`src/rtl/apb_irq_gen_counter.sv`:
```
// ---------------------------------------------------------------------------
// apb_irq_gen_counter
//
// APB3 interrupt stimulus source with NUM_CH independent channels. Software
// fires a channel, the channel raises a level irq (optionally repeated with a
// programmable low gap), waits for the matching ack, and records the number of
// acknowledged interrupts plus the latency of the most recent ack.
//
// Optional build macro: ACK_TIMEOUT_EN -- when defined, a channel left in
// ASSERT for TIMEOUT cycles without an ack gives up on that repeat and sets
// a sticky timeout flag (STATUS bit16). When undefined, irq is held until ack.
//
// Ports:
//   PCLK, PRESETn          clock, asynchronous active-low reset
//   PSEL/PENABLE/PWRITE    APB3 control
//   PADDR[15:0]            byte address
//   PWDATA[31:0]           write data
//   PRDATA[31:0]           read data (combinational in read access phase)
//   PREADY                 always 1
//   PSLVERR                access-phase error
//   irq[NUM_CH-1:0]        registered level interrupt per channel
//   ack[NUM_CH-1:0]        acknowledge per channel, synchronous to PCLK
// ---------------------------------------------------------------------------
module apb_irq_gen_counter #(
  parameter int          NUM_CH  = 3,
  parameter int          CNT_W   = 16,
  parameter logic [31:0] VERSION = 32'h0002_0000,
  parameter int          TIMEOUT = 1024
) (
  input  logic              PCLK,
  input  logic              PRESETn,
  input  logic              PSEL,
  input  logic              PENABLE,
  input  logic              PWRITE,
  input  logic [15:0]       PADDR,
  input  logic [31:0]       PWDATA,
  output logic [31:0]       PRDATA,
  output logic              PREADY,
  output logic              PSLVERR,
  output logic [NUM_CH-1:0] irq,
  input  logic [NUM_CH-1:0] ack
);

  localparam logic [1:0]       ST_IDLE   = 2'd0;
  localparam logic [1:0]       ST_ASSERT = 2'd1;
  localparam logic [1:0]       ST_GAP    = 2'd2;
  localparam logic [CNT_W-1:0] CNT_MAX   = '1;

  // Address decode
  logic       access, is_ver, is_glb, is_chan, ch_hit;
  logic [3:0] ch_idx;
  logic [1:0] ch_off;

  assign access  = PSEL & PENABLE;
  assign is_ver  = (PADDR == 16'h0000);
  assign is_glb  = (PADDR == 16'h0004);
  assign ch_idx  = PADDR[7:4];
  assign ch_off  = PADDR[3:2];
  assign is_chan = (PADDR[15:8] == 8'h01) && (PADDR[1:0] == 2'b00);
  assign ch_hit  = is_chan && (int'(ch_idx) < NUM_CH);

  logic [NUM_CH-1:0] ch_sel;
  logic [NUM_CH-1:0] fire_err;
  logic [31:0]       ch_rdata [NUM_CH];

  logic global_en_reg;
  logic unmapped, ro_wr, slverr, wr_ok, glb_wr, clr, force_idle;

  assign unmapped   = ~(is_ver | is_glb | ch_hit);
  assign ro_wr      = PWRITE & (is_ver | (ch_hit & (ch_off != 2'd0)));
  assign slverr     = access & (unmapped | ro_wr | (|fire_err));
  // Any erroring write (including FIRE on a busy channel) is dropped entirely.
  assign wr_ok      = access & PWRITE & ~slverr;
  assign glb_wr     = wr_ok & is_glb;
  assign clr        = glb_wr & PWDATA[1];
  assign force_idle = glb_wr & ~PWDATA[0];

  assign PREADY  = 1'b1;
  assign PSLVERR = slverr;

  // Bits of PWDATA no register looks at.
  logic unused_wdata;
  assign unused_wdata = &{1'b0, PWDATA[7:2]};

  always_ff @(posedge PCLK or negedge PRESETn) begin
    if (!PRESETn)    global_en_reg <= 1'b0;
    else if (glb_wr) global_en_reg <= PWDATA[0];
  end

  always_comb begin
    PRDATA = '0;
    if (access && !PWRITE) begin
      if (is_ver)      PRDATA = VERSION;
      else if (is_glb) PRDATA = {31'd0, global_en_reg};
      else begin
        for (int i = 0; i < NUM_CH; i++) begin
          if (ch_sel[i]) PRDATA = ch_rdata[i];
        end
      end
    end
  end

  for (genvar gi = 0; gi < NUM_CH; gi++) begin : g_ch
    logic [1:0]       state_reg, state_next;
    logic [7:0]       rem_reg, rem_next;
    logic [15:0]      gap_cnt_reg, gap_cnt_next;
    logic [CNT_W-1:0] lat_cnt_reg, lat_cnt_next;
    logic [CNT_W-1:0] count_reg, lat_reg;
    logic [7:0]       rep_reg;
    logic [15:0]      gap_reg;
    logic             irq_reg, irq_next, to_flag_reg;
    logic             ack_evt, to_evt, ctrl_wr, fire, to_hit;
    logic [31:0]      rdata_c;

    assign ch_sel[gi]   = ch_hit && (ch_idx == 4'(gi));
    assign fire_err[gi] = access & PWRITE & ch_sel[gi] & (ch_off == 2'd0)
                        & PWDATA[0] & (state_reg != ST_IDLE);
    assign ctrl_wr      = wr_ok & ch_sel[gi] & (ch_off == 2'd0);
    // FIRE while EN=0 still updates REPEAT/GAP but starts nothing.
    assign fire         = ctrl_wr & PWDATA[0] & global_en_reg;

`ifdef ACK_TIMEOUT_EN
    localparam int TO_W = $clog2(TIMEOUT + 1);
    logic [TO_W-1:0] to_cnt_reg;

    // Counts ASSERT cycles like lat_cnt, but is sized to TIMEOUT and never
    // saturates early, so the timeout point is independent of CNT_W.
    always_ff @(posedge PCLK or negedge PRESETn) begin
      if (!PRESETn)
        to_cnt_reg <= '0;
      else if (state_next == ST_ASSERT && state_reg != ST_ASSERT)
        to_cnt_reg <= TO_W'(1);
      else if (state_reg == ST_ASSERT && to_cnt_reg != TO_W'(TIMEOUT))
        to_cnt_reg <= to_cnt_reg + 1'b1;
    end
    assign to_hit = (state_reg == ST_ASSERT) && (to_cnt_reg == TO_W'(TIMEOUT));
`else
    assign to_hit = 1'b0;
`endif

    // Next-state logic
    always_comb begin
      state_next   = state_reg;
      rem_next     = rem_reg;
      gap_cnt_next = gap_cnt_reg;
      lat_cnt_next = lat_cnt_reg;
      ack_evt      = 1'b0;
      to_evt       = 1'b0;
      case (state_reg)
        ST_IDLE: begin
          if (fire) begin
            rem_next     = (PWDATA[15:8] == 8'd0) ? 8'd1 : PWDATA[15:8];
            lat_cnt_next = CNT_W'(1);
            state_next   = ST_ASSERT;
          end
        end
        ST_ASSERT: begin
          ack_evt = ack[gi];
          to_evt  = ~ack[gi] & to_hit;     // a same-cycle ack beats the timeout
          if (ack_evt || to_evt) begin
            rem_next = rem_reg - 8'd1;
            if (rem_reg == 8'd1) begin
              state_next = ST_IDLE;
            end else begin
              state_next   = ST_GAP;
              gap_cnt_next = (gap_reg == 16'd0) ? 16'd1 : gap_reg;
            end
          end else if (lat_cnt_reg != CNT_MAX) begin
            lat_cnt_next = lat_cnt_reg + 1'b1;
          end
        end
        ST_GAP: begin
          if (gap_cnt_reg <= 16'd1) begin
            state_next   = ST_ASSERT;
            lat_cnt_next = CNT_W'(1);
          end else begin
            gap_cnt_next = gap_cnt_reg - 16'd1;
          end
        end
        default: state_next = ST_IDLE;
      endcase
      if (force_idle) begin
        state_next = ST_IDLE;
        rem_next   = 8'd0;
      end
    end

    // Output logic: irq tracks the state being entered, so the flop shows
    // the new level in the cycle after the transition edge.
    always_comb begin
      irq_next = (state_next == ST_ASSERT);
    end

    // State register
    always_ff @(posedge PCLK or negedge PRESETn) begin
      if (!PRESETn) begin
        state_reg   <= ST_IDLE;
        rem_reg     <= '0;
        gap_cnt_reg <= '0;
        lat_cnt_reg <= '0;
        irq_reg     <= 1'b0;
      end else begin
        state_reg   <= state_next;
        rem_reg     <= rem_next;
        gap_cnt_reg <= gap_cnt_next;
        lat_cnt_reg <= lat_cnt_next;
        irq_reg     <= irq_next;
      end
    end

    always_ff @(posedge PCLK or negedge PRESETn) begin
      if (!PRESETn) begin
        rep_reg <= '0;
        gap_reg <= '0;
      end else if (ctrl_wr) begin
        rep_reg <= PWDATA[15:8];
        gap_reg <= PWDATA[31:16];
      end
    end

    // Statistics; CLR takes priority over a same-cycle ack.
    always_ff @(posedge PCLK or negedge PRESETn) begin
      if (!PRESETn) begin
        count_reg   <= '0;
        lat_reg     <= '0;
        to_flag_reg <= 1'b0;
      end else if (clr) begin
        count_reg   <= '0;
        lat_reg     <= '0;
        to_flag_reg <= 1'b0;
      end else begin
        if (ack_evt) begin
          if (count_reg != CNT_MAX) count_reg <= count_reg + 1'b1;
          lat_reg <= lat_cnt_reg;
        end
        if (to_evt) to_flag_reg <= 1'b1;
      end
    end

    always_comb begin
      case (ch_off)
        2'd0:    rdata_c = {gap_reg, rep_reg, 8'h00};
        2'd1:    rdata_c = 32'(count_reg);
        2'd2:    rdata_c = 32'(lat_reg);
        default: rdata_c = {15'd0, to_flag_reg, rem_reg, 6'd0, state_reg};
      endcase
    end

    assign ch_rdata[gi] = rdata_c;
    assign irq[gi]      = irq_reg;
  end

endmodule

```
`config.mk`:
```
export PLATFORM = sky130hd
export DESIGN_NAME = apb_irq_gen_counter
export DESIGN_NICKNAME = d
export VERILOG_FILES = /design/src/rtl/apb_irq_gen_counter.sv
export SDC_FILE = /design/constraint.sdc
export NUM_CORES = 1
export LEC_CHECK = 0
export CAP_MARGIN = 20
export CORE_ASPECT_RATIO = 0.5
export CORE_UTILIZATION = 35
export DETAILED_ROUTE_END_ITERATION = 8
export PLACE_DENSITY = 0.54
export SETUP_SLACK_MARGIN = 0.02
export SLEW_MARGIN = 20
export SYNTH_ARGS = -nofsm -noshare
export SYNTH_HDL_FRONTEND = slang
export SYNTH_SLANG_ARGS = --single-unit
```
`constraint.sdc`:
```
create_clock -name PCLK -period 7.4 [get_ports PCLK]
set_input_delay 0.74 -clock PCLK [delete_from_list [all_inputs] [get_ports PCLK]]
set_output_delay 0.74 -clock PCLK [all_outputs]
set_load 0.01 [all_outputs]
```
==> out/metrics.sh <==
WORSTPATHBUFFERINVERTERCOUNT=3
WL_MET3_UM=2740
REGAREA_MM2=0.00746
DRTANTENNAVIOLNETS=0
CLK-INSERTION-DELAY-LATE_NS=0.59
RSZ0062_AT_GRT='false'
NNETSFINAL=1905
ROUTED-WL-MET2_UM=22400
GRT_MAX_DEGREE=141
CRITPATHREQUIREDTIME_NS=6.66
SYN-NUM-NETS=1872
WORST_HOLD_PATH_TYPE='in2async'
CRITICAL-PATH-SLOWEST-CELL='nor2_2'
DRV_CAP=0
CRIT_PATH_MAX_INCR_DELAY_NS=0.76
WIRE_PER_INST_UM=20.5
PLACE_WORST_SETUP_SLACK_NS=2.32
WORST_SETUP_PATH_END_KIND='output port'
FINALSETUPTNS_NS=0
REPORT.FINAL.SLEW_VIOL_COUNT=0
WORSTPATHMAXFANOUT=18
VDD_DROP_MAX_mV=0.140
FP.DIEH_UM=156
P_PER_AREA_mW_PER_MM2=187
TOTAL_POWER_mW=3.56
YS_TOP_CELLS_BY_COUNT='298 x dfrtp_1, 238 x nand2_1, 199 x nor2_1'
DPL_CELL_AREA_MM2=0.0180
CTS.SINKS=298
TOTAL_LEAKAGE_POWER_nW=7.89
TOPROUTINGLAYERUSED='met4'
POST_SYNTH_INSTANCE_AREA_MM2=0.0165
PORT-BUFFER-COUNT=85
SETUP_CRIT_START_KIND='primary input'
HOLD_VIOLATIONS=0
CTS-RESIZED-GATES=0
N_FILL_CELL=4583
FINALCRITICALPERIOD_NS=5.16
YS_TYPES=73
TIMING_WORST_SETUP_PATH_TYPE='in2out'
FINAL.PERIOD_UTILIZATION_PCT=69.7
CTS_SETUP_BUFFERS=0
DRIVE_ABOVE_1_SHARE_PCT=11.8
CRITICAL_PATH.CELL_CHAIN='clkdlybuf4s50_1 -> or4_4 -> or4_4 -> nor2_2 -> buf_4 -> a22oi_1 -> a31oi_1 -> clkdlybuf4s50_1'
HTREE_LEVELS=1
SETUP_VIOL=0
POST-ROUTE-WORST-SETUP-SLACK_NS=2.24
DRT-TOTAL-WL_UM=51000
DR_TOTAL_VIAS=14154
GRT_FIRST_PASS_WIRELENGTH_UM=80500
GRTUSAGETOTAL_PCT=21.4
VIAS_IN_THE_FIRST_GLOBAL_ROUTE=13428
RUN_STATUS='complete, no violations'
DRC_ERRORS=0
FP.DIEAREA_MM2=0.0482
SYNTH.MOST_COMMON_CELL='dfrtp_1'
PLACE.DETAILED.HPWL_UM=36100
SYNTHESIS.INSTANCES=1798
SYNTH_TOP_AREA_SHARE_PCT=45.1
INITIAL_CORE_UTIL_PCT=36.0
SYNTH-SEQ-CELLS=298
CORE_REGION_AREA_MM2=0.0459
GRT.OVERFLOW.TOTAL=0
DRT_ITER0_DRC=1250
VIAS_PER_CELL=5.70
ROWS=55
YS_DOMINANT_REG_CELL='dfrtp_1'
SYNTH_ENABLE_FLOP_CELLS=0
CLKSLEWWORSTSETUPHOLDPATHS_NS=0.07
WORSTPATHARRIVAL_NS=4.42
FIN_SKEW_NS=0.0219
PLACE.DETAILED.INSTANCES=2426
MULTIINPUTGATEAREA_MM2=0.00857
TIGHTESTPINTRANSITION_NS=1.05
TRITONCTS.NUM_BUFFERS=30
YS_TOP_CELLS_BY_AREA='dfrtp_1 45%, mux2_2 5.4%, nand2_1 5.4%'
PEAK_CLOCK_FREQUENCY_SUPPORTED_BY_TIMING_MHz=194
CTS_TREE='yes'
SYNTHESIS.AREA_PER_INSTANCE_UM2=9.19
CTSHOLDBUFFERS=0
ANTENNA_CELLS=0
CRIT_FAMILY='simple AND/OR/NAND/NOR gates'
DIE_X_UM=309
ASYNCSETRESETFLOPFRACSYNTH_PCT=100
FIN_AREA_MM2=0.0191
AREAGROWTHSYNTHTOFINISH_PCT=15.3
GP_CONGESTION=0.890
CLOCKROOTBUFFER='clkbuf_16'
CTS_BUFFER_DEPTH=3
SEQUENTIAL_TO_TOTAL_AREA_SHARE_FROM_YOSYS_STAT_PCT=45.1
SYNTH_TOP_CELL_BY_AREA='dfrtp_1'
INSTANCES_NO_FILL=2481
FIRSTDRTPASSITERS=6
GRT_ANTENNA_BEFORE_REPAIR=1
IO_PINS=93
SYNTHESIS.YOSYS.WARNINGS=0
MET1_LENGTH_UM=24900
WORST_SLEW_MARGIN_RELATIVE_TO_ITS_LIMIT_PCT=29.8
[report_power, final]
part	switching, mW	internal [mW]
sequential	0.0182	1.64
combinational	0.123	0.0734
clock	0.702	1.00
total	0.843	2.72
[through the flow]
stage / utilization (%) / hold slack (ns)
final: 41.5 / 0.187
after global routing: 41.5 / 0.279
after CTS: 41.5 / 0.251
after detailed placement: 39.2 / 0.485
after global placement: 39.1 / 0.480
after floorplan: - / 0.444
[layout make-up]
class	count	share of cell area, %
Multi-Input combinational cell	1363	45.0
Sequential cell	298	39.1
Timing Repair Buffer	115	5.68
Clock buffer	37	4.34
Tap cell	627	4.11
Clock inverter	18	1.34
Inverter	23	0.453
[logic make-up after synthesis]
| family | after synthesis | synth area share, % |
|---|---|---|
| flops | 298 | 45.1 |
| other cells | 1 | 0.0227 |
| buf+inv | 137 | 3.34 |
| fa+ha+maj | 18 | 1.36 |
| xor+xnor | 50 | 2.65 |
| mux | 107 | 8.90 |
| compound gates | 467 | 18.0 |
| simple gates | 720 | 20.6 |
[worst paths after layout]
check / startpoint / end / slack [ns] / cells past startpoint
setup / recovery: PADDR[12] / PRDATA[17] / 2.24 / 8
min in group PCLK: g_ch[2].gap_cnt_reg[14]$_DFFE_PN0P_ / g_ch[2].gap_cnt_reg[14]$_DFFE_PN0P_ / 0.50 / 2
hold reg to reg: g_ch[2].gap_cnt_reg[14]$_DFFE_PN0P_ / g_ch[2].gap_cnt_reg[14]$_DFFE_PN0P_ / 0.50 / 2
setup reg to reg: g_ch[1].state_reg[0]$_DFF_PN0_ / g_ch[1].gap_cnt_reg[8]$_DFFE_PN0P_ / 4.02 / 4
hold / removal: PRESETn / g_ch[2].lat_reg[3]$_DFFE_PN0P_ / 0.19 / 1
max in group asynchronous: PRESETn / g_ch[2].gap_reg[3]$_DFFE_PN0N_ / 5.77 / 2
[cells in the final DEF (no fill, tap or decap), types with 28 or more instances in the layout]
cell	n
a21oi_1	157
a31oi_1	33
buf_4	29
clkbuf_16	31
clkdlybuf4s50_1	82
dfrtp_1	298
mux2_2	80
nand2_1	238
nand3_1	50
nor2_1	196
nor3_1	49
nor4_1	31
o21ai_0	94
xnor2_1	28
[worst reg2reg max path, delay by kind of cell (launching register included)]
kind               cells  cell delay [ns]
and+or+nand+nor        2             1.52
AOI/OAI and AO/OA      2             1.22
DFF                    1             0.51
[per-layer routing]
metal	track usage, %	vias up
met5	0	-
li1	-	6674
met2	32.4	361
met1	32.3	7056
met4	4.34	0
met3	3.04	63
(Power assumes the default switching activity.)
